`src/rtl/shared_mem_arbiter_pkg.sv`:
```
// arb_pkg: FSM state encoding and core owner IDs shared by the arbiter files
package arb_pkg;
  typedef enum logic [1:0] {
    IDLE    = 2'd0,
    ACCESS  = 2'd1,
    RD_WAIT = 2'd2
  } state_t;
  localparam logic CORE0 = 1'b0;
  localparam logic CORE1 = 1'b1;
endpackage

```
`src/rtl/shared_mem_arbiter_if.sv`:
```
// shared_mem_arbiter_if: core, programming and RAM signals of the shared memory arbiter
interface shared_mem_arbiter_if #(
  parameter int DATA_SIZE = 32,
  parameter int ADRS_SIZE = 11
);
  logic                 cpu_en, w_enable;
  logic [ADRS_SIZE-1:0] w_adrs;
  logic [DATA_SIZE-1:0] w_instruction;
  logic                 c0_req, c1_req, c0_we, c1_we;
  logic [ADRS_SIZE-1:0] c0_adrs, c1_adrs;
  logic [DATA_SIZE-1:0] c0_wdata, c1_wdata;
  logic                 c0_gnt, c1_gnt, c0_rvalid, c1_rvalid;
  logic [DATA_SIZE-1:0] c0_rdata, c1_rdata;
  logic                 mem_en, mem_we, busy;
  logic [ADRS_SIZE-1:0] mem_adrs;
  logic [DATA_SIZE-1:0] mem_wdata, mem_rdata;
  modport master (
    output cpu_en, w_enable, w_adrs, w_instruction,
    output c0_req, c1_req, c0_we, c1_we, c0_adrs, c1_adrs, c0_wdata, c1_wdata, mem_rdata,
    input  c0_gnt, c1_gnt, c0_rvalid, c1_rvalid, c0_rdata, c1_rdata,
    input  mem_en, mem_we, mem_adrs, mem_wdata, busy
  );
  modport slave (
    input  cpu_en, w_enable, w_adrs, w_instruction,
    input  c0_req, c1_req, c0_we, c1_we, c0_adrs, c1_adrs, c0_wdata, c1_wdata, mem_rdata,
    output c0_gnt, c1_gnt, c0_rvalid, c1_rvalid, c0_rdata, c1_rdata,
    output mem_en, mem_we, mem_adrs, mem_wdata, busy
  );
endinterface

```
`src/rtl/shared_mem_arbiter_rr_pick2.sv`:
```
// rr_pick2: two-requester round-robin selector; ptr names the favoured requester
module rr_pick2 (
  input  logic [1:0] req,
  input  logic       ptr,
  output logic [1:0] gnt,
  output logic       nxt_ptr
);
  always_comb begin
    gnt[0]  = req[0] & (~ptr | ~req[1]);
    gnt[1]  = req[1] & (ptr | ~req[0]);
    nxt_ptr = gnt[0] ? 1'b1 : gnt[1] ? 1'b0 : ptr;
  end
endmodule

```
`src/rtl/shared_mem_arbiter.sv`:
```
// shared_mem_arbiter: round-robin sharing of one RAM port between two cores and the host port; ARB_STATS_EN adds stall counters
module shared_mem_arbiter
  import arb_pkg::*;
#(
  parameter int DATA_SIZE  = 32,
  parameter int ADRS_SIZE  = 11,
  parameter int MEM_RD_LAT = 1
) (
  input logic sys_clk,
  input logic reset,
  shared_mem_arbiter_if.slave bus
`ifdef ARB_STATS_EN
  ,
  output logic [15:0] stall_cnt0,
  output logic [15:0] stall_cnt1
`endif
);
  state_t               state, nxt;
  logic                 ptr, own, nxt_ptr, sel, go, prog, rd_done;
  logic [1:0]           cnt, pick, gnt_d, rvalid_d;
  logic                 mem_en_d, mem_we_d;
  logic [ADRS_SIZE-1:0] mem_adrs_d;
  logic [DATA_SIZE-1:0] mem_wdata_d;

  rr_pick2 u_pick (
    .req    ({bus.c1_req, bus.c0_req}),
    .ptr    (ptr),
    .gnt    (pick),
    .nxt_ptr(nxt_ptr)
  );

  always_ff @(posedge sys_clk) begin
    if (reset) begin
      state <= IDLE;
      ptr   <= CORE0;
      own   <= CORE0;
      cnt   <= 2'd0;
    end else begin
      state <= nxt;
      ptr   <= go ? nxt_ptr : ptr;
      own   <= go ? sel : own;
      cnt   <= state == RD_WAIT ? cnt + 2'd1 : 2'd0;
    end
  end

  // mem_we still holds the granted access type during ACCESS
  always_comb begin
    go      = state == IDLE && bus.cpu_en && |pick;
    rd_done = state == RD_WAIT && cnt == 2'(MEM_RD_LAT - 1);
    nxt     = go ? ACCESS
            : state == ACCESS ? (bus.mem_we ? IDLE : RD_WAIT)
            : state == RD_WAIT && !rd_done ? RD_WAIT : IDLE;
  end

  always_comb begin
    prog        = state == IDLE && !bus.cpu_en;
    sel         = pick[1];
    gnt_d       = go ? pick : 2'b00;
    mem_en_d    = go || (prog && bus.w_enable);
    mem_we_d    = go ? (sel ? bus.c1_we : bus.c0_we) : prog && bus.w_enable;
    mem_adrs_d  = go ? (sel ? bus.c1_adrs : bus.c0_adrs) : prog ? bus.w_adrs : bus.mem_adrs;
    mem_wdata_d = go ? (sel ? bus.c1_wdata : bus.c0_wdata) : prog ? bus.w_instruction : bus.mem_wdata;
    rvalid_d    = rd_done ? (own == CORE1 ? 2'b10 : 2'b01) : 2'b00;
  end

  always_ff @(posedge sys_clk) begin
    if (reset) begin
      {bus.c1_gnt, bus.c0_gnt}       <= 2'b00;
      {bus.c1_rvalid, bus.c0_rvalid} <= 2'b00;
      bus.c0_rdata                   <= '0;
      bus.c1_rdata                   <= '0;
      bus.mem_en                     <= 1'b0;
      bus.mem_we                     <= 1'b0;
      bus.mem_adrs                   <= '0;
      bus.mem_wdata                  <= '0;
      bus.busy                       <= 1'b0;
    end else begin
      {bus.c1_gnt, bus.c0_gnt}       <= gnt_d;
      {bus.c1_rvalid, bus.c0_rvalid} <= rvalid_d;
      bus.c0_rdata                   <= rvalid_d[0] ? bus.mem_rdata : bus.c0_rdata;
      bus.c1_rdata                   <= rvalid_d[1] ? bus.mem_rdata : bus.c1_rdata;
      bus.mem_en                     <= mem_en_d;
      bus.mem_we                     <= mem_we_d;
      bus.mem_adrs                   <= mem_adrs_d;
      bus.mem_wdata                  <= mem_wdata_d;
      bus.busy                       <= nxt != IDLE;
    end
  end

`ifdef ARB_STATS_EN
  always_ff @(posedge sys_clk) begin
    if (reset) begin
      stall_cnt0 <= 16'd0;
      stall_cnt1 <= 16'd0;
    end else begin
      if (bus.cpu_en && bus.c0_req && !bus.c0_gnt && stall_cnt0 != 16'hffff) stall_cnt0 <= stall_cnt0 + 16'd1;
      if (bus.cpu_en && bus.c1_req && !bus.c1_gnt && stall_cnt1 != 16'hffff) stall_cnt1 <= stall_cnt1 + 16'd1;
    end
  end
`endif
endmodule

```
`src/flat_wrapper.sv`:
```
// flat-port wrapper written by rule: the top's interface ports become plain ports
module shared_mem_arbiter_flat import arb_pkg::*;
#(
  parameter int DATA_SIZE  = 32,
  parameter int ADRS_SIZE  = 11,
  parameter int MEM_RD_LAT = 1
)
  (sys_clk, reset, bus_cpu_en, bus_w_enable, bus_w_adrs, bus_w_instruction, bus_c0_req, bus_c1_req, bus_c0_we, bus_c1_we, bus_c0_adrs, bus_c1_adrs, bus_c0_wdata, bus_c1_wdata, bus_mem_rdata, bus_c0_gnt, bus_c1_gnt, bus_c0_rvalid, bus_c1_rvalid, bus_c0_rdata, bus_c1_rdata, bus_mem_en, bus_mem_we, bus_mem_adrs, bus_mem_wdata, bus_busy);
  shared_mem_arbiter_if #(.DATA_SIZE(DATA_SIZE), .ADRS_SIZE(ADRS_SIZE)) bus_i ();
  input logic sys_clk;
  input logic reset;
  input wire logic [$bits(bus_i.cpu_en)-1:0] bus_cpu_en;
  input wire logic [$bits(bus_i.w_enable)-1:0] bus_w_enable;
  input wire logic [$bits(bus_i.w_adrs)-1:0] bus_w_adrs;
  input wire logic [$bits(bus_i.w_instruction)-1:0] bus_w_instruction;
  input wire logic [$bits(bus_i.c0_req)-1:0] bus_c0_req;
  input wire logic [$bits(bus_i.c1_req)-1:0] bus_c1_req;
  input wire logic [$bits(bus_i.c0_we)-1:0] bus_c0_we;
  input wire logic [$bits(bus_i.c1_we)-1:0] bus_c1_we;
  input wire logic [$bits(bus_i.c0_adrs)-1:0] bus_c0_adrs;
  input wire logic [$bits(bus_i.c1_adrs)-1:0] bus_c1_adrs;
  input wire logic [$bits(bus_i.c0_wdata)-1:0] bus_c0_wdata;
  input wire logic [$bits(bus_i.c1_wdata)-1:0] bus_c1_wdata;
  input wire logic [$bits(bus_i.mem_rdata)-1:0] bus_mem_rdata;
  output wire logic [$bits(bus_i.c0_gnt)-1:0] bus_c0_gnt;
  output wire logic [$bits(bus_i.c1_gnt)-1:0] bus_c1_gnt;
  output wire logic [$bits(bus_i.c0_rvalid)-1:0] bus_c0_rvalid;
  output wire logic [$bits(bus_i.c1_rvalid)-1:0] bus_c1_rvalid;
  output wire logic [$bits(bus_i.c0_rdata)-1:0] bus_c0_rdata;
  output wire logic [$bits(bus_i.c1_rdata)-1:0] bus_c1_rdata;
  output wire logic [$bits(bus_i.mem_en)-1:0] bus_mem_en;
  output wire logic [$bits(bus_i.mem_we)-1:0] bus_mem_we;
  output wire logic [$bits(bus_i.mem_adrs)-1:0] bus_mem_adrs;
  output wire logic [$bits(bus_i.mem_wdata)-1:0] bus_mem_wdata;
  output wire logic [$bits(bus_i.busy)-1:0] bus_busy;
  assign bus_i.cpu_en = bus_cpu_en;
  assign bus_i.w_enable = bus_w_enable;
  assign bus_i.w_adrs = bus_w_adrs;
  assign bus_i.w_instruction = bus_w_instruction;
  assign bus_i.c0_req = bus_c0_req;
  assign bus_i.c1_req = bus_c1_req;
  assign bus_i.c0_we = bus_c0_we;
  assign bus_i.c1_we = bus_c1_we;
  assign bus_i.c0_adrs = bus_c0_adrs;
  assign bus_i.c1_adrs = bus_c1_adrs;
  assign bus_i.c0_wdata = bus_c0_wdata;
  assign bus_i.c1_wdata = bus_c1_wdata;
  assign bus_i.mem_rdata = bus_mem_rdata;
  assign bus_c0_gnt = bus_i.c0_gnt;
  assign bus_c1_gnt = bus_i.c1_gnt;
  assign bus_c0_rvalid = bus_i.c0_rvalid;
  assign bus_c1_rvalid = bus_i.c1_rvalid;
  assign bus_c0_rdata = bus_i.c0_rdata;
  assign bus_c1_rdata = bus_i.c1_rdata;
  assign bus_mem_en = bus_i.mem_en;
  assign bus_mem_we = bus_i.mem_we;
  assign bus_mem_adrs = bus_i.mem_adrs;
  assign bus_mem_wdata = bus_i.mem_wdata;
  assign bus_busy = bus_i.busy;
  shared_mem_arbiter #(.DATA_SIZE(DATA_SIZE), .ADRS_SIZE(ADRS_SIZE), .MEM_RD_LAT(MEM_RD_LAT)) u_core (.sys_clk(sys_clk), .reset(reset), .bus(bus_i));
endmodule
```
`config.mk`:
```
export PLATFORM = sky130hd
export DESIGN_NAME = shared_mem_arbiter_flat
export DESIGN_NICKNAME = d
export VERILOG_FILES = /design/src/rtl/shared_mem_arbiter_pkg.sv /design/src/rtl/shared_mem_arbiter_if.sv /design/src/rtl/shared_mem_arbiter_rr_pick2.sv /design/src/rtl/shared_mem_arbiter.sv /design/src/flat_wrapper.sv
export SDC_FILE = /design/constraint.sdc
export NUM_CORES = 1
export LEC_CHECK = 0
export BUFFER_PORTS_ARGS = -buffer_cell sky130_fd_sc_hd__buf_2
export CORE_AREA = 5 5 156 113
export CTS_CLUSTER_DIAMETER = 80
export DETAILED_ROUTE_END_ITERATION = 10
export DIE_AREA = 0 0 161 118
export PLACE_DENSITY = 0.57
export SLEW_MARGIN = 10
export SYNTH_ARGS = -nofsm -noshare
export SYNTH_HDL_FRONTEND = slang
export SYNTH_SLANG_ARGS = --single-unit
```
`constraint.sdc`:
```
create_clock -name sys_clk -period 3.2 [get_ports sys_clk]
set_clock_uncertainty 0.05 [all_clocks]
set_input_delay 0.32 -clock sys_clk [delete_from_list [all_inputs] [get_ports sys_clk]]
set_output_delay 0.32 -clock sys_clk [all_outputs]
set_load 0.01 [all_outputs]
```
==> results_dict.tcl <==
set metrics [dict create \
    layout-drive-gt1-share 0.4346 \
    timing.setup.tns_ns 0 \
    power_density_nw_per_um2 605.2 \
    cts_tree "done" \
    slew_headroom 0.2183 \
    drt_iter0_markers 254 \
    dp_hpwl_mm 11.50 \
    fp.dieH_um 118 \
    synth-edff-count 0 \
    sw_frac_of_total 0.2531 \
    min-delay-path-class "in2reg" \
    finalSetupViolCount 0 \
    synthFlopType "dfxtp_1" \
    power_mw 4.166 \
    cts-root-buf "clkbuf_16" \
    outcome "finished clean" \
    yosysWarnings 0 \
    critPathBufInv 1 \
    maxCapViolCount 0 \
    coreArea_um2 16010 \
    cpMaxStageDelayCell "and3b_2" \
    clkLatencyLatePin_ns 0.41 \
    ios 283 \
    nNetsFinal 1006 \
    yosysUniqueCellTypes 30 \
    crit_chain "nor2_4 -> and3b_2 -> buf_4 -> o21ai_0 -> o21ai_0" \
    crit_top_cell "o21ai_0" \
    vias_per_cell 4.591 \
    synth.area.top_cells "dfxtp_1, nand2_1, o21ai_2" \
    synth-seq-cells 120 \
    grt_pass1_wl_mm 24.51 \
    die_area_um2 19000 \
    synthCells 571 \
    fillers 1662 \
    grt_overflow 0 \
    startpoint_type "register" \
    final-instance-count-excl-fill 1054 \
    crit_fanout 28 \
    syn2layout_area_growth_pct 46.11 \
    combinationalPowerShare 0.115 \
    grt_max_degree 73 \
    diodes 0 \
    start_util 0.2943 \
    clock_power_share 0.496 \
    cts_buffer_depth 2 \
    postCtsHoldBufs 0 \
    fmax_ghz 0.4369 \
    period_needed_ns 2.289 \
    crit_type "reg2reg" \
    drt-pass1-iter-count 4 \
    cts_setup_buffers 0 \
    crit_path_end_kind "register" \
    seqPwrFrac 0.388 \
    grt_pass1_vias 4587 \
    leakagePower_nw 3.068 \
    worst_hold_slack_ns 0.1040 \
    period_share 0.7153 \
    worst_pin_slew_ns 1.170 \
    slew_viol_final 0 \
    clkTransAtPathRegs_ns 0.06 \
    yosysTopAreaCell "dfxtp_1" \
    io_buffers 282 \
    cts.repair.resized 0 \
    ant_nets 0 \
    r2r_cells 5 \
    slowest_delay_ns 0.75 \
    synthesis.nets 741 \
    drc 0 \
    ys_seq_area_frac 0.5100 \
    cp.depth 5 \
    die_x_um 161 \
    rsz0062_at_grt "false" \
    finalWirelength_mm 15.69 \
    yosysTopAreaCellShare 0.5100 \
    post-place-ws_ns 0.8437 \
    setup_ws_ns 0.9111 \
    syn_area_um2 4711 \
    switching_power_mw 1.054 \
    cts_htree_levels 4 \
    cp_data_required_time_ns 3.48 \
    ir_worst_vdd_mv 0.2906 \
    internal_power_mw 3.111 \
    routabilityCongestion 0.8251 \
    cts_inserted_buffers 17 \
    grt_use_total 0.1592 \
    avgSynthCellArea_um2 8.250 \
    arrival_ns 2.57 \
    clkSinkCount 120 \
    worstHoldPathCells 3 \
    antenna_found_initial 0 \
    num_rows 39 \
    routed-via-count 4839 \
    async_flop_share 0 \
    avgRoutedWirePerCell_um 14.89 \
    dp_cells 1022 \
    finalHoldViolCount 0 \
    critical-path-top-delay-family "simple AND/OR/NAND/NOR gates" \
]
through the flow:
| stage | instance area (µm²) | utilization |
|---|---|---|
| final | 6883 | 0.4300 |
| after global routing | 6883 | 0.4300 |
| after CTS | 6883 | 0.4300 |
| after detailed placement | 6240 | 0.3899 |
| after global placement | 6240 | 0.3899 |
| after floorplan | 4711 | - |
layout make-up:
cell class / count / area [µm²] / area share
inverters: 6 / 22.52 / 0.003272
flip-flops and latches: 120 / 2402 / 0.3490
multi-input cells: 401 / 2087 / 0.3032
well taps: 205 / 256.5 / 0.03727
clock inverters: 15 / 217.7 / 0.03163
clock buffers: 17 / 425.4 / 0.06181
repair buffers: 290 / 1471 / 0.2138
final timing paths:
check / from / endpoint / slack, ns
worst max-delay path: u_core.state[0] / u_core.bus.mem_adrs[1] / 0.91
worst min register to register: u_core.bus.mem_wdata[3] / u_core.bus.mem_wdata[3] / 0.39
worst min-delay path: bus_mem_rdata[5] / u_core.bus.c0_rdata[5] / 0.10
worst max register to register: u_core.state[0] / u_core.bus.mem_adrs[1] / 0.91
metal layers:
| metal | vias up | part of all wire | track usage |
|---|---|---|---|
| li1 | 2503 | - | - |
| met1 | 2192 | 0.46 | 0.2106 |
| met2 | 130 | 0.47 | 0.2484 |
| met3 | 14 | 0.062 | 0.05040 |
| met4 | 0 | 0.012 | 0.04848 |
| met5 | - | 0 | 0 |
cell usage after synthesis (2+ instances only):
| cell | n |
|---|---|
| o22ai_1 | 43 |
| o21ai_2 | 40 |
| dfxtp_1 | 120 |
| nor2_1 | 8 |
| buf_6 | 4 |
| a21oi_1 | 67 |
| o21ai_1 | 40 |
| buf_2 | 23 |
| nand2_1 | 175 |
| o21ai_0 | 9 |
| buf_1 | 3 |
| inv_1 | 6 |
| clkbuf_1 | 14 |
| and3_1 | 2 |
| nand3_1 | 2 |
layout by cell type (no fill, tap or decap), drive strengths merged, types with 2 or more instances in the layout:
master | netlist | layout
inv | 6 | 11
clkbuf | 14 | 17
o22ai | 43 | 43
nand3 | 2 | 2
bufinv | 0 | 4
buf | 30 | 290
o2111ai | 2 | 2
clkinv | 0 | 3
o21ai | 89 | 89
and3 | 2 | 2
nor2 | 9 | 9
nand2 | 175 | 175
nor3 | 2 | 2
clkinvlp | 0 | 3
a21oi | 68 | 68
dfxtp | 120 | 120
worst min-delay path: cells and delay by family:
kind	cells	cell delay (ns)
buffers and inverters	1	0.10
AOI/OAI and AO/OA	1	0.05
and+or+nand+nor	1	0.05
state kept, by name, indices dropped and copies added (netlist names):
signal and count:
u_core.bus.c0_rdata 32, u_core.bus.c0_gnt 1, u_core.bus.mem_en 1, u_core.bus.c1_rvalid 1
u_core.bus.c1_rdata 32, u_core.bus.mem_adrs 11, u_core.cnt 2, u_core.bus.busy 1
u_core.bus.mem_we 1, u_core.own 1, u_core.bus.c1_gnt 1, u_core.bus.c0_rvalid 1
u_core.bus.mem_wdata 32, u_core.ptr 1, u_core.state 2
kinds of logic after synthesis:
| logic type | share of synthesized area |
|---|---|
| buffers and inverters | 0.05232 |
| muxes | 0.002125 |
| and+or+nand+nor | 0.1676 |
| AOI/OAI and AO/OA | 0.2653 |
| adders and majority gates | 0.002656 |
| DFF | 0.5100 |
power groups by stage:
stage,registers (mW),clock network [mW],logic (mW)
after floorplan,1.69,0,0.210
after global placement,1.65,0,0.485
after detailed placement,1.65,0,0.487
after CTS,1.62,2.12,0.488
after global routing,1.63,2.19,0.530
final,1.62,2.07,0.481
Note: power is estimated with default switching activity, not from simulation.
